==> src/rtl/pb_event_classifier.sv <==
// Push-button gesture classifier: turns debounced press/release pulses into
// single-click, double-click, long-press and auto-repeat one-cycle pulses.
module pb_event_classifier #(
  parameter int LONG_CYCLES   = 50_000_000,
  parameter int GAP_CYCLES    = 25_000_000,
  parameter int REPEAT_CYCLES = 10_000_000,
  parameter int TIMER_WIDTH   = $clog2(
    (LONG_CYCLES > GAP_CYCLES)
      ? ((LONG_CYCLES > REPEAT_CYCLES) ? LONG_CYCLES : REPEAT_CYCLES)
      : ((GAP_CYCLES  > REPEAT_CYCLES) ? GAP_CYCLES  : REPEAT_CYCLES)) + 1
) (
  input  logic clk,
  input  logic rst,
  input  logic en,
  input  logic pressed_pulse,
  input  logic released_pulse,
  output logic single_click,
  output logic double_click,
  output logic long_press,
  output logic repeat_pulse,
  output logic busy
);

  typedef enum logic [2:0] {
    IDLE,
    PRESS1,
    WAIT_GAP,
    PRESS2,
    LONG_HELD
  } state_t;

  // Terminal counts: the deciding edge sees timer == N-1, i.e. N cycles in state.
  localparam logic [TIMER_WIDTH-1:0] LONG_LAST   = TIMER_WIDTH'(LONG_CYCLES - 1);
  localparam logic [TIMER_WIDTH-1:0] GAP_LAST    = TIMER_WIDTH'(GAP_CYCLES - 1);
  localparam logic [TIMER_WIDTH-1:0] REPEAT_LAST = TIMER_WIDTH'(REPEAT_CYCLES - 1);

  state_t                 state;
  logic [TIMER_WIDTH-1:0] timer;
  logic [TIMER_WIDTH-1:0] timer_inc;

  // Saturating increment so a stuck state can never wrap into a false match.
  assign timer_inc = (timer == '1) ? timer : timer + TIMER_WIDTH'(1);

  assign busy = (state != IDLE);

  // NOTE: every register here uses non-blocking assignment so all flops see
  // the pre-edge values of state/timer, whatever the statement order.
  always_ff @(posedge clk or negedge rst) begin
    if (!rst) begin
      state        <= IDLE;
      timer        <= '0;
      single_click <= 1'b0;
      double_click <= 1'b0;
      long_press   <= 1'b0;
      repeat_pulse <= 1'b0;
    end else begin
      single_click <= 1'b0;
      double_click <= 1'b0;
      long_press   <= 1'b0;
      repeat_pulse <= 1'b0;

      if (!en) begin
        state <= IDLE;
        timer <= '0;
      end else begin
        unique case (state)
          IDLE: begin
            timer <= '0;
            if (pressed_pulse) state <= PRESS1;
          end

          PRESS1: begin
            if (released_pulse) begin
              state <= WAIT_GAP;
              timer <= '0;
            end else if (timer == LONG_LAST) begin
              state      <= LONG_HELD;
              timer      <= '0;
              long_press <= 1'b1;
            end else begin
              timer <= timer_inc;
            end
          end

          WAIT_GAP: begin
            if (pressed_pulse) begin
              state <= PRESS2;
              timer <= '0;
            end else if (timer == GAP_LAST) begin
              state        <= IDLE;
              timer        <= '0;
              single_click <= 1'b1;
            end else begin
              timer <= timer_inc;
            end
          end

          // Second press is a double click however long it is held.
          PRESS2: begin
            timer <= '0;
            if (released_pulse) begin
              state        <= IDLE;
              double_click <= 1'b1;
            end
          end

          LONG_HELD: begin
            if (released_pulse) begin
              state <= IDLE;
              timer <= '0;
            end else if (timer == REPEAT_LAST) begin
              timer        <= '0;
              repeat_pulse <= 1'b1;
            end else begin
              timer <= timer_inc;
            end
          end

          default: begin
            state <= IDLE;
            timer <= '0;
          end
        endcase
      end
    end
  end

endmodule

==> config.mk <==
export PLATFORM = sky130hd
export DESIGN_NAME = pb_event_classifier
export DESIGN_NICKNAME = d
export VERILOG_FILES = /design/src/rtl/pb_event_classifier.sv
export SDC_FILE = /design/constraint.sdc
export NUM_CORES = 1
export LEC_CHECK = 0
export ABC_CLOCK_PERIOD_IN_PS = 5600
export CORE_UTILIZATION = 35
export CTS_CLUSTER_SIZE = 40
export DETAILED_ROUTE_END_ITERATION = 10
export SYNTH_ARGS = -nofsm -noshare
export SYNTH_HDL_FRONTEND = slang
export SYNTH_SLANG_ARGS = --single-unit
==> constraint.sdc <==
create_clock -name clk -period 5.6 [get_ports clk]
set_input_delay 0.56 -clock clk [delete_from_list [all_inputs] [get_ports clk]]
set_output_delay 0.56 -clock clk [all_outputs]
set_load 0.01 [all_outputs]
Yosys cells after proc, flatten, opt, wreduce, memory -nomap -nowiden --
Index checks and enable logic that the tools add are counted.
Storage, ports and cells: register bits after elaboration 34, input bits 5, output and inout bits 5, word-level logic and storage cells 55
Operators by class: $add $sub $neg 1, eq/ne operators 12, multiplexer cells 32, reductions and logical operators 4
Operator list (number):
- $mux 27 | 8
- $pmux 27 s3 | 1
- $add 27x1->27 const B | 1
- $eq 27x24->1 const B | 1
- $eq 27x25->1 const B | 1
- $eq 27x26->1 const B | 1
- $eq 27x27->1 const B | 1
- $mux 3 | 7
- $mux 1 | 15
- $pmux 3 s4 | 1
- $ne 4x4->1 const B | 2
- $eq 3x2->1 const B | 2
- $reduce_and 4->1 | 1
- $eq 3x1->1 const B | 1
- $eq 3x3->1 const B | 1
- $logic_not 3->1 | 1
- $ne 3x2->1 const B | 1
- $ne 3x3->1 const B | 1
- $reduce_bool 3->1 | 1
- $reduce_or 2->1 | 1

Logic depth before layout (Yosys ltp) --
Gate-level depths: netlist (run 1).
word-level depth 6, depth in mapped cells 8, gate-level depth less buffers 6

Worst setup path before layout (run 1) --
No wires, ideal clock.
kind register -> register, start point reg timer[25], end point reg timer[19], setup time 0.130 ns, arrival 2.059 ns, data required time 5.470 ns, setup slack 3.411 ns, cell stages (with the launch flop) 7, path buffers 1, clock period less this slack 2.189 ns, cells stage by stage dfrtp_1 -> or4_1 -> nor4_2 -> a21oi_1 -> a311oi_4 -> buf_6 -> a21oi_1
On the way: cells in the longest elaborated chain, start to end 6, elaborated cells between the ends (all ways) 13, classes of those cells eq/ne (4); mux (9)
RTL lines:
- start: declaration | line 38 | logic [TIMER_WIDTH-1:0] timer;
- start signal: assignment | line 81 | timer <= timer_inc;
- start signal: assignment | line 94 | timer <= timer_inc;
- start signal: assignment | line 115 | timer <= timer_inc;
- $eq 27x27->1 | line 42 | assign timer_inc = (timer == '1) ? timer : timer + TIMER_WIDTH'(1);
- $mux 27 | line 42
- $mux 27 (on tied branches) | line 111, 76, 89
- $mux 27 (on tied branches) | line 108, 73, 86
- $pmux 27 s3 (*) | line 66 | unique case (state)
- $mux 27 (*) | line 62 | if (!en) begin
Every way passes the cells marked *; elsewhere a longest branch is shown, timed or not. A chain may end at the register's enable or synchronous reset.

Worst setup path after layout (run 1) --
start point reg timer[9], end point reg timer[23]
On the way: cells in the longest elaborated chain, start to end 6, elaborated cells between the ends (all ways) 14, classes of those cells add/sub (1); eq/ne (4); mux (9)
RTL lines (line):
- $add 27x1->27 / $eq 27x27->1 (equally long branches) | 42
- $mux 27 | 42
- $mux 27 (on tied branches) | 111, 76, 89
- $mux 27 (on tied branches) | 108, 73, 86
- $pmux 27 s3 (*) | 66
- $mux 27 (*) | 62
Marks and branches as above.

==> run metrics, run 1 <==
net switching power=0.0001409 W; final instance area=~0.0022 mm^2; Synth Warn #=0; Tot Pwr=0.0005205 W; drt total wl=4631 um; relative slew slack=0.2321; CTS tree=built; Starting Density=0.3663; Crit Path Category=reg -> reg; fin cells=approximately 300; die area=~0.006 mm^2; clock buffer depth=2; CP startpoint kind=register; Peak Freq=approximately 350 MHz; Yosys cell types=between 40 and 50; PostCTS Resize Cnt=0; EDFF count, synth=0; dpl cells=a little under 300; vias in the first global route=between 1500 and 2000; Multi-input gate area=about 0.0011 mm^2; Worst setup EP type=register; Synth top area share=0.4167; outcome=complete, no violations; placed wire-length estimate=approximately 3200 um; First-pass DRT Iterations=4; ant diodes=0; internal power=around 0.00038 W; ys flop type=dfrtp_1; Top Ports=10; final worst path period need=around 2900 ps; asr flop ratio synth=1.000; setup ws final=2738 ps; WL/cell=15.39 um; fin crit share=0.5111; clock share of power=0.337; TritonCTS Buffers=5; Setup WS pre-CTS=roughly 2700 ps; number of clock sinks=34; Post-Synthesis Cells=roughly 230; CP max FO=27; TNS Setup=0 ps; clk_skew=around 7.5 ps; max-slew violations=0; worst endpoint required time=around 5700 ps; Routability Congestion=between 0.8 and 0.9; Mapped Area=0.002042 mm^2; core area=~0.0056 mm^2; Synth top cells by count=dfrtp_1 (34), nor2_1 (29), a21oi_1 (15); Syn Nets=~230; DR vias=around 1700; post-synthesis sequential area ratio=0.4167; unrepaired setup endpoints after global routing=false; mean area per synthesized cell=around 9.0 um^2; # nets final=approximately 240; DRT antenna net count=0; num rows=27; via density per instance=between 5 and 6; most frequent cell after synthesis=dfrtp_1; antenna violations before repair=0; H-tree depth reported by CTS=2; Worst IR Drop VDD=0.1497 mV; max_cap viols=0; Hold Path Class=reg -> reg; register area=around 850 um^2; Post-CTS Hold Buffers=0; Buffers on Ports=9; Cell Pwr Density=between 200 and 250 mW/mm^2; Hold Path Sink=timer[1]; GRT Total Usage=0.1702; Seq pwr share=0.529; Post-DP Area=roughly 0.0022 mm^2; Sw Share=0.2706; Logic pwr share=0.134; Area contributors post-synth=dfrtp_1 (42%), xnor2_1 (5.6%), nor2_1 (5.3%); Post-route DRC=0; setup bufs post-CTS=0; later-pin clock latency in the skew report=about 280 ps; global route total overflow=0; Crit Reg-Reg Startpoint=timer[9]; post-synthesis register bit count=34; number of filler cells placed in the layout=roughly 580; RR Endpoint=timer[23]; met1 usage=0.2459; DIE WIDTH=78.38 um; first-pass GRT wire length=8079 um; Pleak=0.7354 nW; Worst Hold Depth=2; Yosys top cell by area=dfrtp_1; Finish-stage setup viols=0; reg2reg path depth=5; Global Route met3 Usage=0.03140; Reg clk slew, reported paths=about 70 ps; share of cells above drive strength 1=0.07860; crit path DAT=slightly below 3000 ps; Hold Fails Final Rpt=0; internal reg-to-reg setup slack=about 2700 ps; met2 Use GR=0.2544; Slew @ Worst Pin=between 1000 and 1500 ps; Syn-to-layout area delta=9.988%; most used routing layer=met2; largest net degree at the start of global routing=35; hold_sp=timer[1]; number of DRC markers in iteration 0=roughly 100; die span in y=78.38 um; CTS root buf=clkbuf_8
==> metrics by stage <==
| step | util | hold WS, ps |
|---|---|---|
| 4_1_cts | 0.4029 | 567.7 |
| 3_5_place_dp | 0.3881 | 558.5 |
| 5_1_grt | 0.4029 | 634.3 |
| 2_1_floorplan | - | 264.4 |
| 3_3_place_gp | 0.3881 | 553.0 |
| 6_report | 0.4029 | 564.2 |
==> worst max-delay path by stage <==
stage / start / endpoint / slack, ps / cells after the start
global placement: timer[25] / timer[11] / 2720 / 5
floorplan: timer[25] / timer[19] / 3410 / 6
finish: timer[9] / timer[23] / 2740 / 5
global route: timer[0] / timer[23] / 2440 / 6
CTS: timer[25] / timer[23] / 2680 / 5
detailed placement: timer[25] / timer[23] / 2670 / 5
==> area by class of cell <==
class,count,area share
timing repair buffer,11,0.04680
multi-input combinational,175,0.4925
clock buffer,6,0.03677
inverter,3,0.005014
sequential,34,0.3788
tap,72,0.04011
==> layout by cell type, fill, tap and decap left out, drive strengths merged, types with 2 or more instances in the layout <==
master / n
nand4: 8
o31ai: 7
nor4: 10
a21oi: 15
nand4bb: 2
nor3: 4
a31oi: 8
xnor2: 13
nor2b: 2
nand2: 14
nand3: 14
or2: 4
dfrtp: 34
a311oi: 5
clkdlybuf4s50: 9
nand3b: 2
or4: 10
o21ai: 3
inv: 3
or3: 4
buf: 2
nand2b: 4
nor2: 29
clkbuf: 6
xor2: 4
==> routing by layer <==
metal	routed length [um]	vias to the layer above
li1	-	852
met1	2380	838
met2	2022	50
met3	171	7
met4	57	0
met5	0	-
==> registers in the layout (all words and copies together), names as in the netlist <==
register	flops
timer	27
repeat_pulse	1
state	3
long_press	1
single_click	1
double_click	1
==> power groups by stage <==
stage	Combinational [W]	Clock [W]	Sequential (W)
detailed placement	0.0000715	0	0.000279
global placement	0.0000715	0	0.000279
floorplan	0.0000656	0	0.000264
finish	0.0000697	0.000176	0.000275
CTS	0.0000717	0.000183	0.000275
global route	0.0000802	0.000192	0.000278
==> worst max-delay path, cell delays in order, from the launching register on <==
cell and delay (ps):
dfrtp_1 450, or4_1 560, nor3_1 430, a21oi_1 180
a311oi_4 960, nor2_1 130
==> cells by family after synthesis <==
family                   Yosys count  synth area share
AO/OA/AOI/OAI                     45            0.1569
adder cells (fa/ha/maj)            1          0.006126
AND/OR/NAND/NOR                  112            0.3058
flip-flops                        34            0.4167
buffers and inverters             18           0.04167
XOR/XNOR                          17           0.07292
Note: power is estimated with default switching activity, not from simulation.
==> run 2, diff against run 1 <==
- ABC_CLOCK_PERIOD_IN_PS: 5600 -> 2500
- clock period: 5.6 -> 2.5 ns (I/O delays scaled with it)
==> run metrics, run 2 (synthesis results as in run 1) <==
outcome=complete, no violations; unrepaired setup endpoints after global routing=false; # nets final=between 200 and 250; Syn-to-layout area delta=15.62%; Reg clk slew, reported paths=around 70 ps; Routability Congestion=between 0.9 and 1; number of clock sinks=34; worst endpoint required time=2670 ps; Worst IR Drop VDD=roughly 0.32 mV; commonest non-fill, non-tap cell in the layout=dfrtp_1; clock buffer depth=2; Pleak=about 0.81 nW; DRT antenna net count=0; Hold Fails Final Rpt=0; Post-CTS Hold Buffers=0; TNS Setup=0 ps; vias in the first global route=between 1500 and 2000; H-tree depth reported by CTS=2; Top Ports=10; drt total wl=around 4800 um; Hold Path Class=in -> async; later-pin clock latency in the skew report=around 280 ps; First-pass DRT Iterations=5; num rows=27; biggest regs=timer (27), state (3); die span in y=just under 80 um; Buffers on Ports=9; Largest Register=timer; first-pass GRT wire length=about 8300 um; Final Util=0.4236; core area=~0.0056 mm^2; Slew @ Worst Pin=about 520 ps; antenna violations before repair=0; relative slew slack=0.6464; Tot Pwr=around 0.0013 W; met2 wire length=2125 um; largest net degree at the start of global routing=35; Starting Density=0.3663; clk_skew=slightly below 5 ps; register area=850.8 um^2; number of DRC markers in iteration 0=between 100 and 150; share of cells above drive strength 1=0.1245; max reg flops=27; CTS tree=built; WL/cell=roughly 15 um; GRT Total Usage=0.1729; CP startpoint kind=register; CP max FO=27; crit path DAT=around 2600 ps; placed wire-length estimate=~3300 um; Peak Freq=roughly 420 MHz; DR vias=1802; max-slew violations=0; Post-route DRC=0; Worst setup EP type=register; TritonCTS Buffers=5; via density per instance=approximately 5.8; highest routing layer actually used=met4; DIE WIDTH=between 70 and 80 um; setup bufs post-CTS=0; ant diodes=0; PostCTS Resize Cnt=0; final worst path period need=2404 ps; fin crit share=0.9617; WHS=389.6 ps; number of filler cells placed in the layout=approximately 550; Finish-stage setup viols=0; die area=0.006143 mm^2; Cell Pwr Density=roughly 540 mW/mm^2; Multi-input gate area=0.001106 mm^2; met3 WL=236 um; M1 wire length=between 2000 and 2500 um; max_cap viols=0; global route total overflow=0; CTS root buf=clkbuf_8; leading cell types in the layout, fill and taps excluded=dfrtp_1 (34), nor2_1 (29), a21oi_1 (15); Crit Path Category=reg -> reg
==> run 2: cell types whose count changed in the layout (fill, tap and decap cells not counted) <==
cell / previous run / this run
buf_12: 0 / 1
buf_4: 2 / 11
clkbuf_8: 6 / 8
==> run 2: final cells by class <==
| cell class | count | area share |
|---|---|---|
| Sequential cell | 34 | 0.3604 |
| Clock buffer | 8 | 0.04664 |
| Inverter | 3 | 0.004769 |
| Multi-Input combinational cell | 175 | 0.4685 |
| Tap cell | 72 | 0.03816 |
| Timing Repair Buffer | 21 | 0.08161 |
==> run 2: worst paths after layout <==
check	to	slack (ps)	from	cells past startpoint
worst max-delay path	timer[18]	100	timer[7]	6
worst min-delay path	repeat_pulse	390	rst	2
worst max register to register	timer[18]	100	timer[7]	6
worst min register to register	timer[1]	580	timer[1]	2
max in group asynchronous	timer[8]	1800	rst	2
min in group clk	timer[1]	580	timer[1]	2
==> run 2: worst max-delay path, stage by stage, from the launching register on <==
cell and delay, ps:
dfrtp_1 460, or4b_1 530, nor4_1 290, nand3_1 290
a311oi_4 410, buf_12 210, nor2_1 80
==> run 2: stage by stage <==
step	instances	instance area [um^2]	setup slack, ps
after floorplan	227	2042	311.4
after global placement	305	2251	100.5
after detailed placement	305	2251	107.8
after CTS	313	2361	98.64
after global routing	313	2361	2.542
final	313	2361	95.86
==> run 2: routing by layer <==
layer,up-vias,global-route usage
met1,874,0.2365
met2,45,0.2675
met3,8,0.03953
li1,875,-
met4,0,0.05926
met5,-,0
==> run 2: power by group <==
group	switching [W]	leakage [nW]	internal [W]	total (W)
clock	0.000198	0.0575	0.000278	0.000476
sequential	0.0000441	0.472	0.000571	0.000615
combinational	0.0000949	0.277	0.0000816	0.000177
total	0.000337	0.807	0.000930	0.00127
